## src/rtl/ch0re_idecode_unit.sv

```systemverilog
// ch0re_idecode_unit: RV64I ID-stage decoder with load-use stall detection.
// Define CH0RE_IDEC_OUT_REG_EN to register all outputs (1-cycle latency, sync reset to NOP).
package ch0re_idecode_pkg;
    typedef enum logic [2:0] {
        IFORMAT_R, IFORMAT_I, IFORMAT_S, IFORMAT_B, IFORMAT_U, IFORMAT_J, IFORMAT_ILLEGAL
    } iformat_e;

    typedef enum logic [3:0] {
        LSU_NONE, LSU_LB, LSU_LH, LSU_LW, LSU_LD, LSU_LBU, LSU_LHU, LSU_LWU,
        LSU_SB, LSU_SH, LSU_SW, LSU_SD
    } lsu_op_e;

    typedef enum logic [4:0] {
        ALU_ADD, ALU_SUB, ALU_SLL, ALU_SLT, ALU_SLTU, ALU_XOR, ALU_SRL, ALU_SRA, ALU_OR, ALU_AND,
        ALU_ADDW, ALU_SUBW, ALU_SLLW, ALU_SRLW, ALU_SRAW,
        ALU_BEQ, ALU_BNE, ALU_BLT, ALU_BGE, ALU_BLTU, ALU_BGEU
    } alu_op_e;

    typedef enum logic [1:0] {ALU_MUX1_REG, ALU_MUX1_PC, ALU_MUX1_IMM_ZERO} alu_mux1_sel_e;
    typedef enum logic [1:0] {ALU_MUX2_REG, ALU_MUX2_IMM, ALU_MUX2_IMM_FOUR} alu_mux2_sel_e;
endpackage

module ch0re_idecode_unit
    import ch0re_idecode_pkg::*;
#(
    parameter int XLEN = 64
) (
    input  logic          i_clk,
    input  logic          i_rst_n,
    input  logic [31:0]   i_instr,
    input  iformat_e      i_ex_iformat,
    input  lsu_op_e       i_ex_lsu_op,
    input  logic          i_ex_wen,
    input  logic [4:0]    i_ex_rd,
    output logic          o_illegal_instr,
    output logic          o_pl_stall,
    output logic          o_wen,
    output logic [4:0]    o_rf_raddr1,
    output logic [4:0]    o_rf_raddr2,
    output logic [4:0]    o_rf_waddr,
    output iformat_e      o_instr_format,
    output alu_op_e       o_alu_op,
    output lsu_op_e       o_lsu_op,
    output logic [XLEN-1:0] o_imm,
    output alu_mux1_sel_e o_alu_mux1_sel,
    output alu_mux2_sel_e o_alu_mux2_sel
);
    localparam logic [6:0] OPC_LOAD      = 7'b0000011;
    localparam logic [6:0] OPC_OP_IMM    = 7'b0010011;
    localparam logic [6:0] OPC_AUIPC     = 7'b0010111;
    localparam logic [6:0] OPC_OP_IMM_32 = 7'b0011011;
    localparam logic [6:0] OPC_STORE     = 7'b0100011;
    localparam logic [6:0] OPC_OP        = 7'b0110011;
    localparam logic [6:0] OPC_LUI       = 7'b0110111;
    localparam logic [6:0] OPC_OP_32     = 7'b0111011;
    localparam logic [6:0] OPC_BRANCH    = 7'b1100011;
    localparam logic [6:0] OPC_JALR      = 7'b1100111;
    localparam logic [6:0] OPC_JAL       = 7'b1101111;

    localparam logic [6:0] F7_BASE = 7'b0000000;
    localparam logic [6:0] F7_ALT  = 7'b0100000;

    logic [6:0] opcode;
    logic [2:0] funct3;
    logic [6:0] funct7;
    logic [4:0] rs1;
    logic [4:0] rs2;
    logic [4:0] rd;

    assign opcode = i_instr[6:0];
    assign funct3 = i_instr[14:12];
    assign funct7 = i_instr[31:25];
    assign rs1    = i_instr[19:15];
    assign rs2    = i_instr[24:20];
    assign rd     = i_instr[11:7];

    function automatic alu_op_e base_op(input logic [2:0] f3);
        case (f3)
            3'b000:  return ALU_ADD;
            3'b001:  return ALU_SLL;
            3'b010:  return ALU_SLT;
            3'b011:  return ALU_SLTU;
            3'b100:  return ALU_XOR;
            3'b101:  return ALU_SRL;
            3'b110:  return ALU_OR;
            default: return ALU_AND;
        endcase
    endfunction

    iformat_e        dec_fmt;
    alu_op_e         dec_alu;
    lsu_op_e         dec_lsu;
    alu_mux1_sel_e   dec_m1;
    alu_mux2_sel_e   dec_m2;
    logic            dec_wen;
    logic            legal;
    logic [XLEN-1:0] dec_imm;

    always_comb begin
        legal   = 1'b1;
        dec_fmt = IFORMAT_ILLEGAL;
        dec_alu = ALU_ADD;
        dec_lsu = LSU_NONE;
        dec_m1  = ALU_MUX1_REG;
        dec_m2  = ALU_MUX2_REG;
        dec_wen = 1'b1;
        case (opcode)
            OPC_OP: begin
                dec_fmt = IFORMAT_R;
                if (funct7 == F7_BASE)
                    dec_alu = base_op(funct3);
                else if (funct7 == F7_ALT && funct3 == 3'b000)
                    dec_alu = ALU_SUB;
                else if (funct7 == F7_ALT && funct3 == 3'b101)
                    dec_alu = ALU_SRA;
                else
                    legal = 1'b0;
            end
            OPC_OP_IMM: begin
                dec_fmt = IFORMAT_I;
                dec_m2  = ALU_MUX2_IMM;
                dec_alu = base_op(funct3);
                // 64-bit shifts use a 6-bit shamt, so only instr[31:26] selects the variant
                if (funct3 == 3'b001)
                    legal = (i_instr[31:26] == 6'b000000);
                else if (funct3 == 3'b101) begin
                    if (i_instr[31:26] == 6'b010000)
                        dec_alu = ALU_SRA;
                    else if (i_instr[31:26] != 6'b000000)
                        legal = 1'b0;
                end
            end
            OPC_OP_32: begin
                dec_fmt = IFORMAT_R;
                case ({funct7, funct3})
                    {F7_BASE, 3'b000}: dec_alu = ALU_ADDW;
                    {F7_ALT,  3'b000}: dec_alu = ALU_SUBW;
                    {F7_BASE, 3'b001}: dec_alu = ALU_SLLW;
                    {F7_BASE, 3'b101}: dec_alu = ALU_SRLW;
                    {F7_ALT,  3'b101}: dec_alu = ALU_SRAW;
                    default:           legal   = 1'b0;
                endcase
            end
            OPC_OP_IMM_32: begin
                dec_fmt = IFORMAT_I;
                dec_m2  = ALU_MUX2_IMM;
                case (funct3)
                    3'b000: dec_alu = ALU_ADDW;
                    3'b001: begin
                        dec_alu = ALU_SLLW;
                        legal   = (funct7 == F7_BASE);
                    end
                    3'b101: begin
                        if (funct7 == F7_BASE)
                            dec_alu = ALU_SRLW;
                        else if (funct7 == F7_ALT)
                            dec_alu = ALU_SRAW;
                        else
                            legal = 1'b0;
                    end
                    default: legal = 1'b0;
                endcase
            end
            OPC_LOAD: begin
                dec_fmt = IFORMAT_I;
                dec_m2  = ALU_MUX2_IMM;
                case (funct3)
                    3'b000:  dec_lsu = LSU_LB;
                    3'b001:  dec_lsu = LSU_LH;
                    3'b010:  dec_lsu = LSU_LW;
                    3'b011:  dec_lsu = LSU_LD;
                    3'b100:  dec_lsu = LSU_LBU;
                    3'b101:  dec_lsu = LSU_LHU;
                    3'b110:  dec_lsu = LSU_LWU;
                    default: legal   = 1'b0;
                endcase
            end
            OPC_STORE: begin
                dec_fmt = IFORMAT_S;
                dec_m2  = ALU_MUX2_IMM;
                case (funct3)
                    3'b000:  dec_lsu = LSU_SB;
                    3'b001:  dec_lsu = LSU_SH;
                    3'b010:  dec_lsu = LSU_SW;
                    3'b011:  dec_lsu = LSU_SD;
                    default: legal   = 1'b0;
                endcase
            end
            OPC_BRANCH: begin
                dec_fmt = IFORMAT_B;
                dec_wen = 1'b0;
                case (funct3)
                    3'b000:  dec_alu = ALU_BEQ;
                    3'b001:  dec_alu = ALU_BNE;
                    3'b100:  dec_alu = ALU_BLT;
                    3'b101:  dec_alu = ALU_BGE;
                    3'b110:  dec_alu = ALU_BLTU;
                    3'b111:  dec_alu = ALU_BGEU;
                    default: legal   = 1'b0;
                endcase
            end
            OPC_JALR: begin
                dec_fmt = IFORMAT_I;
                dec_m1  = ALU_MUX1_PC;
                dec_m2  = ALU_MUX2_IMM_FOUR;
                legal   = (funct3 == 3'b000);
            end
            OPC_JAL: begin
                dec_fmt = IFORMAT_J;
                dec_m1  = ALU_MUX1_PC;
                dec_m2  = ALU_MUX2_IMM_FOUR;
            end
            OPC_LUI: begin
                dec_fmt = IFORMAT_U;
                dec_m1  = ALU_MUX1_IMM_ZERO;
                dec_m2  = ALU_MUX2_IMM;
            end
            OPC_AUIPC: begin
                dec_fmt = IFORMAT_U;
                dec_m1  = ALU_MUX1_PC;
                dec_m2  = ALU_MUX2_IMM;
            end
            default: legal = 1'b0;
        endcase

        if (!legal) begin
            dec_fmt = IFORMAT_ILLEGAL;
            dec_alu = ALU_ADD;
            dec_lsu = LSU_NONE;
            dec_m1  = ALU_MUX1_REG;
            dec_m2  = ALU_MUX2_REG;
            dec_wen = 1'b0;
        end
    end

    always_comb begin
        case (dec_fmt)
            IFORMAT_I: dec_imm = {{(XLEN-12){i_instr[31]}}, i_instr[31:20]};
            IFORMAT_S: dec_imm = {{(XLEN-12){i_instr[31]}}, i_instr[31:25], i_instr[11:7]};
            IFORMAT_B: dec_imm = {{(XLEN-13){i_instr[31]}}, i_instr[31], i_instr[7],
                                  i_instr[30:25], i_instr[11:8], 1'b0};
            IFORMAT_U: dec_imm = {{(XLEN-32){i_instr[31]}}, i_instr[31:12], 12'b0};
            IFORMAT_J: dec_imm = {{(XLEN-21){i_instr[31]}}, i_instr[31], i_instr[19:12],
                                  i_instr[20], i_instr[30:21], 1'b0};
            default:   dec_imm = '0;
        endcase
    end

    logic ex_is_load;
    logic use_rs1;
    logic use_rs2;
    logic dec_stall;

    assign ex_is_load = (i_ex_iformat == IFORMAT_I) &&
                        (i_ex_lsu_op inside {LSU_LB, LSU_LH, LSU_LW, LSU_LD, LSU_LBU, LSU_LHU, LSU_LWU});
    assign use_rs1    = dec_fmt inside {IFORMAT_R, IFORMAT_I, IFORMAT_S, IFORMAT_B};
    assign use_rs2    = dec_fmt inside {IFORMAT_R, IFORMAT_S, IFORMAT_B};
    // Illegal decodes report no source usage, so they can never stall.
    assign dec_stall  = ex_is_load && i_ex_wen && (i_ex_rd != 5'd0) &&
                        ((use_rs1 && (i_ex_rd == rs1)) || (use_rs2 && (i_ex_rd == rs2)));

`ifdef CH0RE_IDEC_OUT_REG_EN
    always_ff @(posedge i_clk) begin
        if (!i_rst_n) begin
            o_illegal_instr <= 1'b0;
            o_pl_stall      <= 1'b0;
            o_wen           <= 1'b0;
            o_rf_raddr1     <= '0;
            o_rf_raddr2     <= '0;
            o_rf_waddr      <= '0;
            o_instr_format  <= IFORMAT_I;
            o_alu_op        <= ALU_ADD;
            o_lsu_op        <= LSU_NONE;
            o_imm           <= '0;
            o_alu_mux1_sel  <= ALU_MUX1_REG;
            o_alu_mux2_sel  <= ALU_MUX2_IMM;
        end else begin
            o_illegal_instr <= !legal;
            o_pl_stall      <= dec_stall;
            o_wen           <= dec_wen && !dec_stall;
            o_rf_raddr1     <= rs1;
            o_rf_raddr2     <= rs2;
            o_rf_waddr      <= rd;
            o_instr_format  <= dec_fmt;
            o_alu_op        <= dec_alu;
            o_lsu_op        <= dec_stall ? LSU_NONE : dec_lsu;
            o_imm           <= dec_imm;
            o_alu_mux1_sel  <= dec_m1;
            o_alu_mux2_sel  <= dec_m2;
        end
    end
`else
    assign o_illegal_instr = !legal;
    assign o_pl_stall      = dec_stall;
    assign o_wen           = dec_wen && !dec_stall;
    assign o_rf_raddr1     = rs1;
    assign o_rf_raddr2     = rs2;
    assign o_rf_waddr      = rd;
    assign o_instr_format  = dec_fmt;
    assign o_alu_op        = dec_alu;
    assign o_lsu_op        = dec_stall ? LSU_NONE : dec_lsu;
    assign o_imm           = dec_imm;
    assign o_alu_mux1_sel  = dec_m1;
    assign o_alu_mux2_sel  = dec_m2;

    logic unused_clk_rst;
    assign unused_clk_rst = i_clk ^ i_rst_n;
`endif
endmodule

```

## config.mk

```make
export PLATFORM = sky130hd
export DESIGN_NAME = ch0re_idecode_unit
export DESIGN_NICKNAME = d
export VERILOG_FILES = /design/src/rtl/ch0re_idecode_unit.sv
export SDC_FILE = /design/constraint.sdc
export NUM_CORES = 1
export LEC_CHECK = 0
export CAP_MARGIN = 40
export CORE_ASPECT_RATIO = 1.1
export CORE_MARGIN = 5
export CORE_UTILIZATION = 35
export DETAILED_ROUTE_END_ITERATION = 12
export PLACE_DENSITY = 0.83
export SYNTH_ARGS = -nofsm -noshare
export SYNTH_HDL_FRONTEND = slang
export SYNTH_SLANG_ARGS = --single-unit
```

## constraint.sdc

```tcl
create_clock -name vclk -period 4.1
set_input_delay 0.615 -clock vclk [all_inputs]
set_output_delay 0.615 -clock vclk [all_outputs]
set_load 0.005 [all_outputs]
```

* Word-level counts from Yosys, hierarchy flattened *
Cells that the tools add are included.

word-level totals
  register bits = 0
  input bits = 47
  output and inout port bits = 98

operators by class
  equal/unequal tests = 39
  muxes and demuxes = 43
  reductions and logical operators = 33

operator list
  cell                                                  count
  one-hot mux 64 bit (5 select lines)                   1
  equality test 7 x 6 -> 1 bit, second input constant   5
  one-hot mux 5 bit (6 select lines)                    1
  one-hot mux 4 bit (7 select lines)                    1
  one-hot mux 5 bit (5 select lines)                    1
  equality test 7 x 5 -> 1 bit, second input constant   3
  equality test 7 bit, second input constant            3
  one-hot mux 3 bit (7 select lines)                    1
  equality test 10 x 9 -> 1 bit, second input constant  2
  two-way mux 4 bit                                     5
  two-way mux 5 bit                                     4
  one-hot mux 4 bit (5 select lines)                    1
  equality test 3 bit, second input constant            6
  one-hot mux 3 bit (6 select lines)                    1
  equality test 4 x 3 -> 1 bit, second input constant   4
  one-hot mux 4 bit (4 select lines)                    1
  two-way mux 1 bit                                     15
  equality test 3 x 2 -> 1 bit, second input constant   4
  one-hot mux 4 bit (3 select lines)                    1
  OR reduction 6 bit                                    2
  equality test 10 x 1 -> 1 bit, second input constant  1
  equality test 10 x 3 -> 1 bit, second input constant  1
  equality test 5 bit                                   2
  zero test 10 bit                                      1
  other kinds (27)                                      48

* Longest topological paths before layout *
Gate-level depths: netlist (run 1).

  depth in word-level cells = 14
  depth in mapped cells = 9
  mapped depth without buffers = 7

* Worst setup path before layout (run 1) *
OpenSTA, ideal clock, no wires.

  path kind = input to output
  start point = in i_instr[13]
  end point = out o_imm[32]
  arrival time = 2773 ps
  data required time = 3485 ps
  slack = 712 ps
  cell stages on the path = 7
  cells stage by stage = clkbuf_1 -> nor2b_1 -> a2111oi_0 -> a31oi_1 -> nand4b_1 -> and2_1 -> buf_4

on the way
  word-level cells in the longest chain between the ends = 9
  elaborated cells between the ends (all ways) = 37

RTL lines
  what                                               line  text
  from (decl)                                        30    input logic [31:0] i_instr,
  equality test 3 bit                                n/a
  logical AND 1 bit                                  114   else if (funct7 == F7_ALT && funct3 == 3'b101)
  two-way mux 1 bit                                  114
  two-way mux 1 bit                                  112   else if (funct7 == F7_ALT && funct3 == 3'b000)
  two-way mux 1 bit                                  110   if (funct7 == F7_BASE)
  one-hot mux 1 bit (9 select lines) (*)             107   case (opcode)
  two-way mux 3 bit (*)                              226   if (!legal) begin
  equality test 3 bit, or another cell as far along  237   case (dec_fmt)
  one-hot mux 64 bit (5 select lines) (*)            237
  to (decl)                                          44    output logic [XLEN-1:0] o_imm,

Mark *: on every way between the ends. The rest lies on a longest branch, timed or not.

* Worst setup path in the final report (run 1) *
  start point = in i_instr[5]
  end point = out o_imm[17]

on the way
  word-level cells in the longest chain between the ends = 6
  elaborated cells between the ends (all ways) = 24

RTL lines
  what                                                                                      line
  equality test 7 x 5 -> 1 bit, or another cell as far along                                107
  OR reduction 3 bit (no source line), or another cell as far along                         n/a
  one-hot mux 1 bit (9 select lines) or one-hot mux 3 bit (6 select lines) (tied branches)  107
  two-way mux 3 bit (*)                                                                     226
  equality test 3 bit, or another cell as far along                                         237
  one-hot mux 64 bit (5 select lines) (*)                                                   237

Marked as above.

==> flow_metrics.tcl, run 1 <==
set metrics [dict create \
    maxSlewHeadroom_pct 68.8 \
    grt_setup_unrepaired "yes" \
    yosys-top-cells-area "buf_4 (20%), a21oi_1 (5.4%), xnor2_1 (5.2%)" \
    grt-ovfl-total 0 \
    fp.dieW_um 79.3 \
    outcome "complete, no violations" \
    fin_crit_ns 4.02 \
    regArea_um2 0 \
    die-area_um2 6830 \
    num_rows 27 \
    worstSetupStartpointType "input pin" \
    yosys.area.top_type "buf_4" \
    initial_core_util_pct 36.4 \
    vias 2603 \
    whs_ns 1.98 \
    clockBufferCount 0 \
    yosysWarnings 0 \
    setup-violations-final 0 \
    power.internal_uw 115 \
    power_density_nw_per_um2 63.4 \
    switchingPower_uw 94.2 \
    hold_viol 0 \
    hold_buffers 0 \
    grt_max_degree 34 \
    wl_per_cell_um 17.9 \
    grt_pass1_vias 2538 \
    worstPathRequired_ns 3.48 \
    drc_errors 0 \
    tightest_slew_ns 0.463 \
    area_growth_pct 78.9 \
    viasPerCell 5.62 \
    n_sequential_cell 0 \
    globalplace.congestion 0.958 \
    synth_commonest_cells "buf_4 (49), nand2_1 (23), nor2_1 (22)" \
    synth_area_um2 1850 \
    postRouteAntennaNets 0 \
    diodes 0 \
    switching_share_pct 45.0 \
    grt_pass1_wl_um 12600 \
    grt_use_met1_pct 25.9 \
    power.total_uw 209 \
    num-fill-cells 444 \
    syn_inst 288 \
    worst-path-max-fanout 10 \
    seq_power_share_pct 0 \
    met2_usage_pct 42.2 \
    yosysMostFrequentCell "buf_4" \
    worstHoldStart "i_instr[7]" \
    cp-end-kind "output port" \
    ys_seq_area_share_pct 0 \
    clkPwrFrac_pct 0 \
    met3_usage_pct 3.33 \
    p_leak_nw 1.47 \
    p_comb_share_pct 100.0 \
    ys_types 63 \
    portBuffers 143 \
    holdCritPathClass "in2out" \
    max_cap_violations 0 \
    crit_path_start "i_instr[5]" \
    peakVddDrop_mv 0.0279 \
    slew_viol_final 0 \
    first_pass_iters 4 \
    grt-busiest-layer "met2" \
    timing.final.crit_share_pct 98.0 \
    syn_avg_cell_area_um2 6.41 \
    first_iter_violations 155 \
    core_um2 5070 \
    nNetsFinal 454 \
    dieHeight_um 86.2 \
    antenna_found_initial 0 \
    place_hpwl_um 6770 \
    drive_gt1_share_pct 13.6 \
    netlist.area_leader.share_pct 19.9 \
    wl_um 8280 \
    syn_nets 335 \
    path_class "in2out" \
    fmax_mhz 249 \
    grt_use_total_pct 22.0 \
    ios 145 \
    cp.arrival_ns 3.40 \
]
[repair_timing]
action                     4_1_cts  5_1_grt
hold endpoints to repair         0        0
cloned                           0        0
pin swaps                        0        5
gates resized for setup          1       14
setup endpoints to repair        1       25
setup buffers                    0        0
[cell type report]
class / instances / area [um^2] / area share (%)
repair buffers: 183 / 1780 / 53.7
multi-input cells: 217 / 1440 / 43.5
well taps: 58 / 72.6 / 2.20
inverters: 5 / 18.8 / 0.568
[worst max-delay path, cell delays in order]
cell and delay (ns):
clkdlybuf4s50_1 0.52, or4b_4 0.47, or2_1 0.24, or4_4 0.52, nand2_2 0.11, buf_4 0.12, o21ai_4 0.10, o21ai_2 0.18
clkdlybuf4s50_1 0.52
[final timing paths]
check / to / slack, ns / cells after the start
worst max-delay path: o_imm[17] / 0.08 / 9
worst min-delay path: o_imm[0] / 1.98 / 4
[power by group through the flow]
stage	Sequential (mW)	Combinational (mW)	Clock (mW)
final	0	0.209	0
after global routing	0	0.225	0
after CTS	0	0.207	0
after detailed placement	0	0.206	0
after global placement	0	0.203	0
after floorplan	0	0.0924	0
[cell usage in the layout, fill, tap and decap left out, types with 2 or more instances in the layout]
cell / Yosys / layout
clkdlybuf4s50_1: 0 / 134
buf_4: 49 / 38
nand2_1: 23 / 23
nor2_1: 22 / 22
a21oi_1: 20 / 20
nor3_1: 12 / 12
a21o_1: 12 / 12
xnor2_1: 11 / 11
nand2b_1: 9 / 9
o21ai_0: 9 / 9
dlymetal6s2s_1: 0 / 8
nand3_1: 7 / 7
o21ai_1: 10 / 7
o211a_1: 7 / 7
a31oi_1: 5 / 5
or4_1: 4 / 4
nor2b_1: 4 / 4
a32o_1: 4 / 4
o21ai_2: 2 / 4
or3_1: 3 / 3
xor2_1: 3 / 3
inv_1: 3 / 3
and2_1: 3 / 3
and3_1: 3 / 3
and3b_1: 2 / 2
o211ai_1: 2 / 2
o21a_1: 2 / 2
o311ai_0: 2 / 2
a211oi_1: 2 / 2
nor4_1: 2 / 2
buf_12: 0 / 2
[kinds of logic after synthesis]
| group | share of synthesized area (%) |
|---|---|
| compound gates | 35.5 |
| xor+xnor | 6.64 |
| buf+inv | 24.5 |
| mux | 0.542 |
| simple gates | 32.9 |
[per-layer routing]
| metal | routed length [um] | vias to the layer above |
|---|---|---|
| li1 | - | 1250 |
| met1 | 3280 | 1198 |
| met2 | 4160 | 141 |
| met3 | 686 | 14 |
| met4 | 153 | 0 |
| met5 | 0 | - |
[metrics by stage]
stage	utilization [%]	setup TNS, ns	std cells	cell area [um^2]	setup slack, ns
3_3_place_gp	64.2	0	463	3260	0.0343
4_1_cts	64.2	0	463	3250	0.0381
3_5_place_dp	64.2	0	463	3260	0.00152
2_1_floorplan	-	0	288	1850	0.712
5_1_grt	65.2	-0.0711	463	3300	-0.0216
6_report	65.2	0	463	3300	0.0833
No activity file was read; power rests on OpenSTA's default activity.
==> run 2, diff against run 1 <==
Clock period 4.1 ns to 3.7 ns, I/O delays scaled along.
==> flow_metrics.tcl, run 2 (synthesis results as in run 1) <==
set metrics [dict create \
    grt_use_total_pct 22.7 \
    worstPathRequired_ns 3.14 \
    worstHoldStart "i_instr[25]" \
    crit_chain "clkdlybuf4s50_1 -> or4b_4 -> or2_1 -> or4_4 -> buf_6 -> nand2_4 -> buf_4 -> o21ai_2 -> o21ai_2 -> buf_2" \
    ios 145 \
    num_rows 27 \
    setup-violations-final 0 \
    grt_pass1_vias 2658 \
    peakVddDrop_mv 0.0404 \
    area_growth_pct 95.5 \
    hold_depth 4 \
    final_util_pct 71.3 \
    hold_buffers 0 \
    holdCritPathClass "in2out" \
    globalplace.congestion 0.940 \
    maxSlewHeadroom_pct 65.8 \
    portBuffers 143 \
    n_sequential_cell 0 \
    cp.arrival_ns 3.08 \
    slew_viol_final 0 \
    max_cap_violations 0 \
    dieHeight_um 86.2 \
    drive_gt1_share_pct 25.8 \
    wl_per_cell_um 18.1 \
    whs_ns 1.62 \
    fp.dieW_um 79.3 \
    worstSetupStartpointType "input pin" \
    crit_family "simple AND/OR/NAND/NOR gates" \
    grt_setup_unrepaired "yes" \
    postRouteAntennaNets 0 \
    dp.cells 484 \
    power.total_uw 250 \
    first_iter_violations 177 \
    worst-path-max-fanout 5 \
    cp-end-kind "output port" \
    post-place-ws_ns -0.315 \
    vias 2787 \
    outcome "complete, no violations" \
    crit_path_start "i_instr[26]" \
    grt_pass1_wl_um 12900 \
    path_class "in2out" \
    hold_viol 0 \
    critical_path.slowest_cell "or4_4" \
    hold_end "o_imm[5]" \
    fin_cells 496 \
    final_common_cell "clkdlybuf4s50_1" \
    final_cell_mix "clkdlybuf4s50_1 (70), buf_4 (66), dlygate4sd2_1 (28), dlymetal6s2s_1 (28), nand2_1 (23)" \
    clockBufferCount 0 \
    drc_errors 0 \
    tightest_slew_ns 0.510 \
    place_hpwl_um 7140 \
    power_density_nw_per_um2 69.2 \
    critPathBufInv 4 \
    die-area_um2 6830 \
    core_um2 5070 \
    viasPerCell 5.62 \
    antenna_found_initial 0 \
    timing.final.crit_share_pct 98.2 \
    regArea_um2 0 \
    diodes 0 \
    crit_path_max_incr_delay_ns 0.55 \
    grt_max_degree 18 \
    critical_path.most_common_cell "o21ai_2" \
    initial_core_util_pct 36.4 \
    wl_um 9000 \
    fmax_mhz 275 \
    first_pass_iters 4 \
    grt-ovfl-total 0 \
    fin_ws_ns 0.0682 \
    p_leak_nw 2.12 \
    nNetsFinal 487 \
    fin_crit_ns 3.63 \
]
-- run 2: changes by cell type in the layout (fill, tap and decap cells not counted), moves of 4 or more --
cell             change
buf_4               +28
clkdlybuf4s50_1     -64
dlymetal6s2s_1      +20
dlygate4sd2_1       +27
clkbuf_2            +12
buf_2                +4
-- run 2: metal layers --
layer | vias up | global-route usage [%] | wire length [um]
li1 | 1323 | - | -
met1 | 1283 | 26.7 | 3420
met2 | 163 | 43.0 | 4540
met3 | 18 | 3.33 | 839
met4 | 0 | 5.00 | 200
met5 | - | 0 | 0
-- run 2: metrics by stage --
stage / TNS [ns] / area [um^2]
2_1_floorplan: 0 / 1850
3_3_place_gp: -9.98 / 3410
3_5_place_dp: -12.88 / 3410
4_1_cts: -2.47 / 3510
5_1_grt: -0.130 / 3610
6_report: 0 / 3610
-- run 2: worst max-delay path by stage --
stage	end	cells past startpoint
after global routing	o_imm[16]	10
after floorplan	o_imm[32]	7
after detailed placement	o_imm[16]	9
after CTS	o_imm[20]	8
after global placement	o_lsu_op[0]	8
final	o_imm[16]	10
-- run 2: area by class of cell --
type / instances / area (um^2)
fill: 411 / 1460
inverter: 5 / 18.8
timing repair buffer: 215 / 1990
multi-input combinational: 218 / 1530
tap: 58 / 72.6
-- run 2: what timing repair did --
item,CTS,global route
resized for setup,73,62
pin swaps,6,9
gates cloned,2,1
buffers inserted,3,6
endpoints found under the hold margin,0,0
endpoints found under the setup margin,78,41
-- run 2: report_power, final --
group / internal [mW] / switching (mW) / leakage, nW / total [mW]
Sequential: 0 / 0 / 0 / 0
Combinational: 0.137 / 0.113 / 2.12 / 0.250
Clock: 0 / 0 / 0 / 0
Total: 0.137 / 0.113 / 2.12 / 0.250
